$ cat src/rtl/pc_sequencer.sv
`default_nettype none
// ============================================================================
// Module   : pc_sequencer
// Brief    : Multi-cycle program-counter sequencer. Fetches over a req/ack
//            handshake, offers the instruction to decode, waits for execute
//            to resolve the branch, then computes the next PC. A taken branch
//            to a misaligned target raises a sticky trap and stops fetching.
//            Optional macro BRANCH_STATS_EN adds taken/not-taken counters.
// Revision : 1.0 - initial release
// ============================================================================
module pc_sequencer #(
    parameter logic [31:0] RESET_VECTOR = 32'h0000_0000
) (
    input  logic        clk,
    input  logic        rst_n,
    output logic        o_imem_req,
    output logic [31:0] o_imem_addr,
    input  logic        i_imem_ack,
    input  logic [31:0] i_imem_data,
    output logic        o_instr_valid,
    output logic [31:0] o_instr,
    output logic [31:0] o_instr_pc,
    input  logic        i_instr_ready,
    input  logic        i_ex_done,
    input  logic [2:0]  i_ex_opcode,
    input  logic [31:0] i_ex_imm,
    input  logic        i_ex_z,
    input  logic [31:0] i_ex_d,
    input  logic        i_halt,
    output logic [31:0] o_pc,
`ifdef BRANCH_STATS_EN
    output logic [31:0] o_taken_cnt,
    output logic [31:0] o_ntaken_cnt,
`endif
    output logic        o_misalign
);

    localparam logic [31:0] c_RESET_PC = RESET_VECTOR & ~32'h0000_0003;

    localparam logic [2:0] c_IDLE   = 3'd0;
    localparam logic [2:0] c_FETCH  = 3'd1;
    localparam logic [2:0] c_ISSUE  = 3'd2;
    localparam logic [2:0] c_EXEC   = 3'd3;
    localparam logic [2:0] c_HALTED = 3'd4;
    localparam logic [2:0] c_TRAP   = 3'd5;

    localparam logic [2:0] c_OP_ZER = 3'd1;
    localparam logic [2:0] c_OP_NZR = 3'd2;
    localparam logic [2:0] c_OP_DAT = 3'd3;
    localparam logic [2:0] c_OP_NDT = 3'd4;
    localparam logic [2:0] c_OP_JMP = 3'd5;

    logic [2:0]  r_state;
    logic [2:0]  w_next_state;
    logic [31:0] r_pc;
    logic [31:0] r_instr;
    logic [31:0] r_instr_pc;
    logic        r_misalign;
    logic        w_take;
    logic [31:0] w_target;
    logic        w_resolve;
    logic        w_bad_target;

    // Branch condition decode, shared encoding with the branch unit
    always_comb begin
        w_take = 1'b0;
        case (i_ex_opcode)
            c_OP_ZER: w_take = i_ex_z;
            c_OP_NZR: w_take = ~i_ex_z;
            c_OP_DAT: w_take = |i_ex_d;
            c_OP_NDT: w_take = ~(|i_ex_d);
            c_OP_JMP: w_take = 1'b1;
            default:  w_take = 1'b0;
        endcase
    end

    // Only a taken branch can land misaligned; PC+4 from an aligned PC never does
    assign w_target     = w_take ? (r_pc + i_ex_imm) : (r_pc + 32'd4);
    assign w_resolve    = (r_state == c_EXEC) && i_ex_done;
    assign w_bad_target = w_take && (w_target[1:0] != 2'b00);

    // State register
    always_ff @(posedge clk or negedge rst_n) begin
        if (!rst_n) begin
            r_state <= c_IDLE;
        end else begin
            r_state <= w_next_state;
        end
    end

    // Next-state logic
    always_comb begin
        w_next_state = r_state;
        case (r_state)
            c_IDLE:   w_next_state = i_halt ? c_HALTED : c_FETCH;
            c_FETCH:  if (i_imem_ack)    w_next_state = c_ISSUE;
            c_ISSUE:  if (i_instr_ready) w_next_state = c_EXEC;
            c_EXEC: begin
                if (i_ex_done) begin
                    if (w_bad_target)  w_next_state = c_TRAP;
                    else if (i_halt)   w_next_state = c_HALTED;
                    else               w_next_state = c_FETCH;
                end
            end
            c_HALTED: if (!i_halt)   w_next_state = c_FETCH;
            c_TRAP:   w_next_state = c_TRAP;
            default:  w_next_state = c_IDLE;
        endcase
    end

    // Outputs decoded from state only, so no input reaches an output combinationally
    always_comb begin
        o_imem_req    = (r_state == c_FETCH);
        o_instr_valid = (r_state == c_ISSUE);
    end

    // Datapath: instruction latch, PC update and sticky trap flag
    always_ff @(posedge clk or negedge rst_n) begin
        if (!rst_n) begin
            r_pc       <= c_RESET_PC;
            r_instr    <= 32'd0;
            r_instr_pc <= 32'd0;
            r_misalign <= 1'b0;
        end else begin
            if ((r_state == c_FETCH) && i_imem_ack) begin
                r_instr    <= i_imem_data;
                r_instr_pc <= r_pc;
            end
            if (w_resolve) begin
                if (w_bad_target) r_misalign <= 1'b1;
                else              r_pc       <= w_target;
            end
        end
    end

`ifdef BRANCH_STATS_EN
    logic [31:0] r_taken_cnt;
    logic [31:0] r_ntaken_cnt;

    // Branch statistics; trapping branches count as taken
    always_ff @(posedge clk or negedge rst_n) begin
        if (!rst_n) begin
            r_taken_cnt  <= 32'd0;
            r_ntaken_cnt <= 32'd0;
        end else if (w_resolve) begin
            if (w_take) r_taken_cnt  <= r_taken_cnt + 32'd1;
            else        r_ntaken_cnt <= r_ntaken_cnt + 32'd1;
        end
    end

    assign o_taken_cnt  = r_taken_cnt;
    assign o_ntaken_cnt = r_ntaken_cnt;
`endif

    assign o_imem_addr = r_pc;
    assign o_pc        = r_pc;
    assign o_instr     = r_instr;
    assign o_instr_pc  = r_instr_pc;
    assign o_misalign  = r_misalign;

endmodule
`default_nettype wire

$ cat config.mk
export PLATFORM = sky130hd
export DESIGN_NAME = pc_sequencer
export DESIGN_NICKNAME = d
export VERILOG_FILES = /design/src/rtl/pc_sequencer.sv
export SDC_FILE = /design/constraint.sdc
export NUM_CORES = 1
export LEC_CHECK = 0
export CAP_MARGIN = 20
export CORE_AREA = 2 2 122 124
export DETAILED_ROUTE_END_ITERATION = 16
export DIE_AREA = 0 0 124 126
export PLACE_DENSITY_LB_ADDON = 0.3
export SKIP_CTS_REPAIR_TIMING = 1
export SLEW_MARGIN = 20
export SYNTH_ARGS = -nofsm -noshare
export SYNTH_HDL_FRONTEND = slang
export SYNTH_SLANG_ARGS = --single-unit
$ cat constraint.sdc
create_clock -name clk -period 4 [get_ports clk]
set_input_delay 0.8 -clock clk [delete_from_list [all_inputs] [get_ports clk]]
set_output_delay 0.8 -clock clk [all_outputs]
set_load 0.01 [all_outputs]
==> run summary <==
Outcome: finished clean
Fmax: 0.2698 GHz
Commonest cells in the netlist: dfrtp_1 (100), mux2_2 (65), a21oi_1 (64)
Setup-failing EPs final: 0
Rows: 44
Die Y: 126 µm
Detail Route Antenna Nets: 0
Vias in the first global route: 5946
Top cells by area in the synthesized netlist: dfrtp_1 (39%), mux2_2 (12%), ha_1 (6.3%)
Async S/R FF share, synth: 100.0%
WP data arrival: 3970 ps
Yosys cell types: 60
Total GRT Usage: 24.06%
Pin count of the biggest net entering global routing: 53
Number of synthesized flops with an enable pin: 0
Peak supply drop: 0.4147 mV
Syn Nets: 803
Final nets: 1007
Clk pin slew, worst setup/hold paths: 70 ps
Net Sw Frac: 39.85%
Multi-input gate area: 0.003445 mm²
Pwr dens: 771.4 mW/mm²
Worst min path class: primary input to async pin
Clk buf depth: 2
Vias: 5919
Layout fillers: 1170
Final GP Congestion: 0.9273
Area Overhead vs Synth: 42.52%
Crit path capture type: flop
Avg Cell Area, Syn: 9.546 µm²
DRT Pass-1 Iters: 5
CP cell instances: clkdlybuf4s50_1 > ha_1 > inv_1 > fa_1 > and2b_1 > o211a_1 > o21ai_2 > a21oi_4 > a211oi_2 > o31a_1 > o31a_1 > o41ai_2 > nor4b_1 > a311oi_1
RSZ-0062 raised after global routing: no
Worst slew margin: 48.52%
Wire length of the first global-routing pass: 29.50 mm
CTS Buf Count: 9
Tcrit/Tclk final: 92.67%
Port bufs: 236
Synth Warn #: 0
Max_cap viols: 0
#FFs+latches synth: 100
Sequential Power Share: 29.3%
FF+latch area: 0.002502 mm²
CTS tree: done
Register area share after synthesis: 39.48%
Switching power: 2.777 mW
Synth Flop Type: dfrtp_1
Average wire per standard cell: 17.82 µm
Worst setup SP type: primary input
Post-Route WL: 18.85 mm
Leakage: 3.725 nW
CP max stage cell: clkdlybuf4s50_1
Initial antenna violation count: 1
I/O pin cnt: 237
Core Region: 0.01431 mm²
Final HPWL DP: 14.17 mm
Worst Max-Slew Pin Slew: 772.2 ps
Clock power frac: 12.2%
Internal power: 4.192 mW
DIE WIDTH: 124 µm
Die area: 0.01562 mm²
Crit path kind: primary input to flop
Root Buffer: clkbuf_16
Gate Count Post-Synth: 664
Final Hold Vio Count: 0
Post-Syn Area: 0.006339 mm²
Comb power frac: 58.5%
Final Slew Violations: 0
First DRT Iteration DRCs: 490
Worst stage delay on the critical path: 470 ps
WP data required: 4260 ps
Clock Skew: 9.920 ps
Final hold slack: 473.4 ps
H-tree Lvls: 3
Vias per cell: 5.595
Share of cells above drive strength 1: 12.14%
Min Tclk post-route: 3707 ps
Post-synth top area share: 39.48%
Starting Density: 44.28%
Critical Path Most Common Cell: o31a_1
Post-route DRC: 0
Total grt overflow: 0
Synth area leader: dfrtp_1
Worst Path Max Fanout: 3
Worst Setup SP: i_ex_imm[0]
RR Startpoint: o_imem_addr[0]
Post-route setup TNS: 0 ps
Most frequent cell after synthesis: dfrtp_1
CTS Sinks: 100
Worst-Skew Late Latency: 360 ps
registers in the layout, indices dropped and copies added, names as in the netlist:
register	flops
o_misalign	1
o_imem_addr	32
o_instr	32
r_state	3
o_instr_pc	32
path summary, 6_finish.rpt:
path / endpoint / depth (start not counted) / slack [ps]
max: o_imem_addr[30] / 14 / 290
min in group clk: o_instr_pc[5] / 1 / 510
max in group asynchronous: o_imem_addr[18] / 2 / 2680
max reg2reg: o_imem_addr[30] / 13 / 740
min reg2reg: o_instr_pc[5] / 1 / 510
min: o_instr_pc[10] / 1 / 470
cell families after synthesis:
kind of cell / share of synthesized area, %
buffers and inverters: 6.474
adders and majority gates: 6.632
DFF: 39.48
muxes: 12.02
and+or+nand+nor: 14.39
xor gates and xnor gates: 3.178
AOI/OAI and AO/OA: 17.83
metal layers:
metal	up-vias	share of wire, %	track usage [%]
li1	2811	-	-
met1	2810	40	28.22
met3	39	7.5	4.393
met2	259	49	41.47
met4	0	3.1	12.49
met5	-	0	0
cells in the final DEF, fill, tap and decap left out, drive strengths merged, types with 9 or more instances in the layout:
cell type	netlist	final
a21o	12	12
a21oi	65	65
buf	36	16
clkbuf	22	9
clkdlybuf4s50	0	235
dfrtp	100	100
ha	32	32
inv	19	22
mux2	65	65
nand2	44	44
nand3	23	23
nor2	39	39
nor3	19	19
nor4	14	14
o21ai	37	37
xnor2	12	12
xor2	11	11
critical path, delay by kind of cell:
kind | cells | cell delay (ps)
AO/OA/AOI/OAI | 8 | 1760
adder cells (fa/ha/maj) | 2 | 550
buffers and inverters | 2 | 530
AND/OR/NAND/NOR | 2 | 330
power groups by stage:
stage | sequential [mW] | clock, mW | combinational (mW)
after floorplan | 2.14 | 0 | 2.21
after global placement | 2.01 | 0 | 3.98
after detailed placement | 2.06 | 0 | 4.07
after CTS | 2.04 | 0.877 | 4.09
after global routing | 2.13 | 0.911 | 4.42
final | 2.04 | 0.849 | 4.08
per-stage QoR:
stage               setup slack, ps  instances  power [mW]  util, %  cell area, µm²
finish                        293.0       1058       6.969    63.11            9034
global route                  77.59       1058       7.454    63.11            9034
CTS                           291.5       1057       7.012    63.09            9031
detailed placement           -52.26       1041       6.127    61.10            8746
global placement              35.50       1041       5.989    61.10            8746
floorplan                     570.2        664       4.343        -            6339
area by class of cell:
cell class / count / area share, %
multi-input cells: 487 / 38.13
flip-flops and latches: 100 / 27.70
clock inverters: 7 / 0.6648
clock buffers: 9 / 2.493
inverters: 19 / 0.7895
diodes: 1 / 0.02770
well taps: 184 / 2.548
repair buffers: 251 / 27.65
Note: power is estimated with default switching activity, not from simulation.
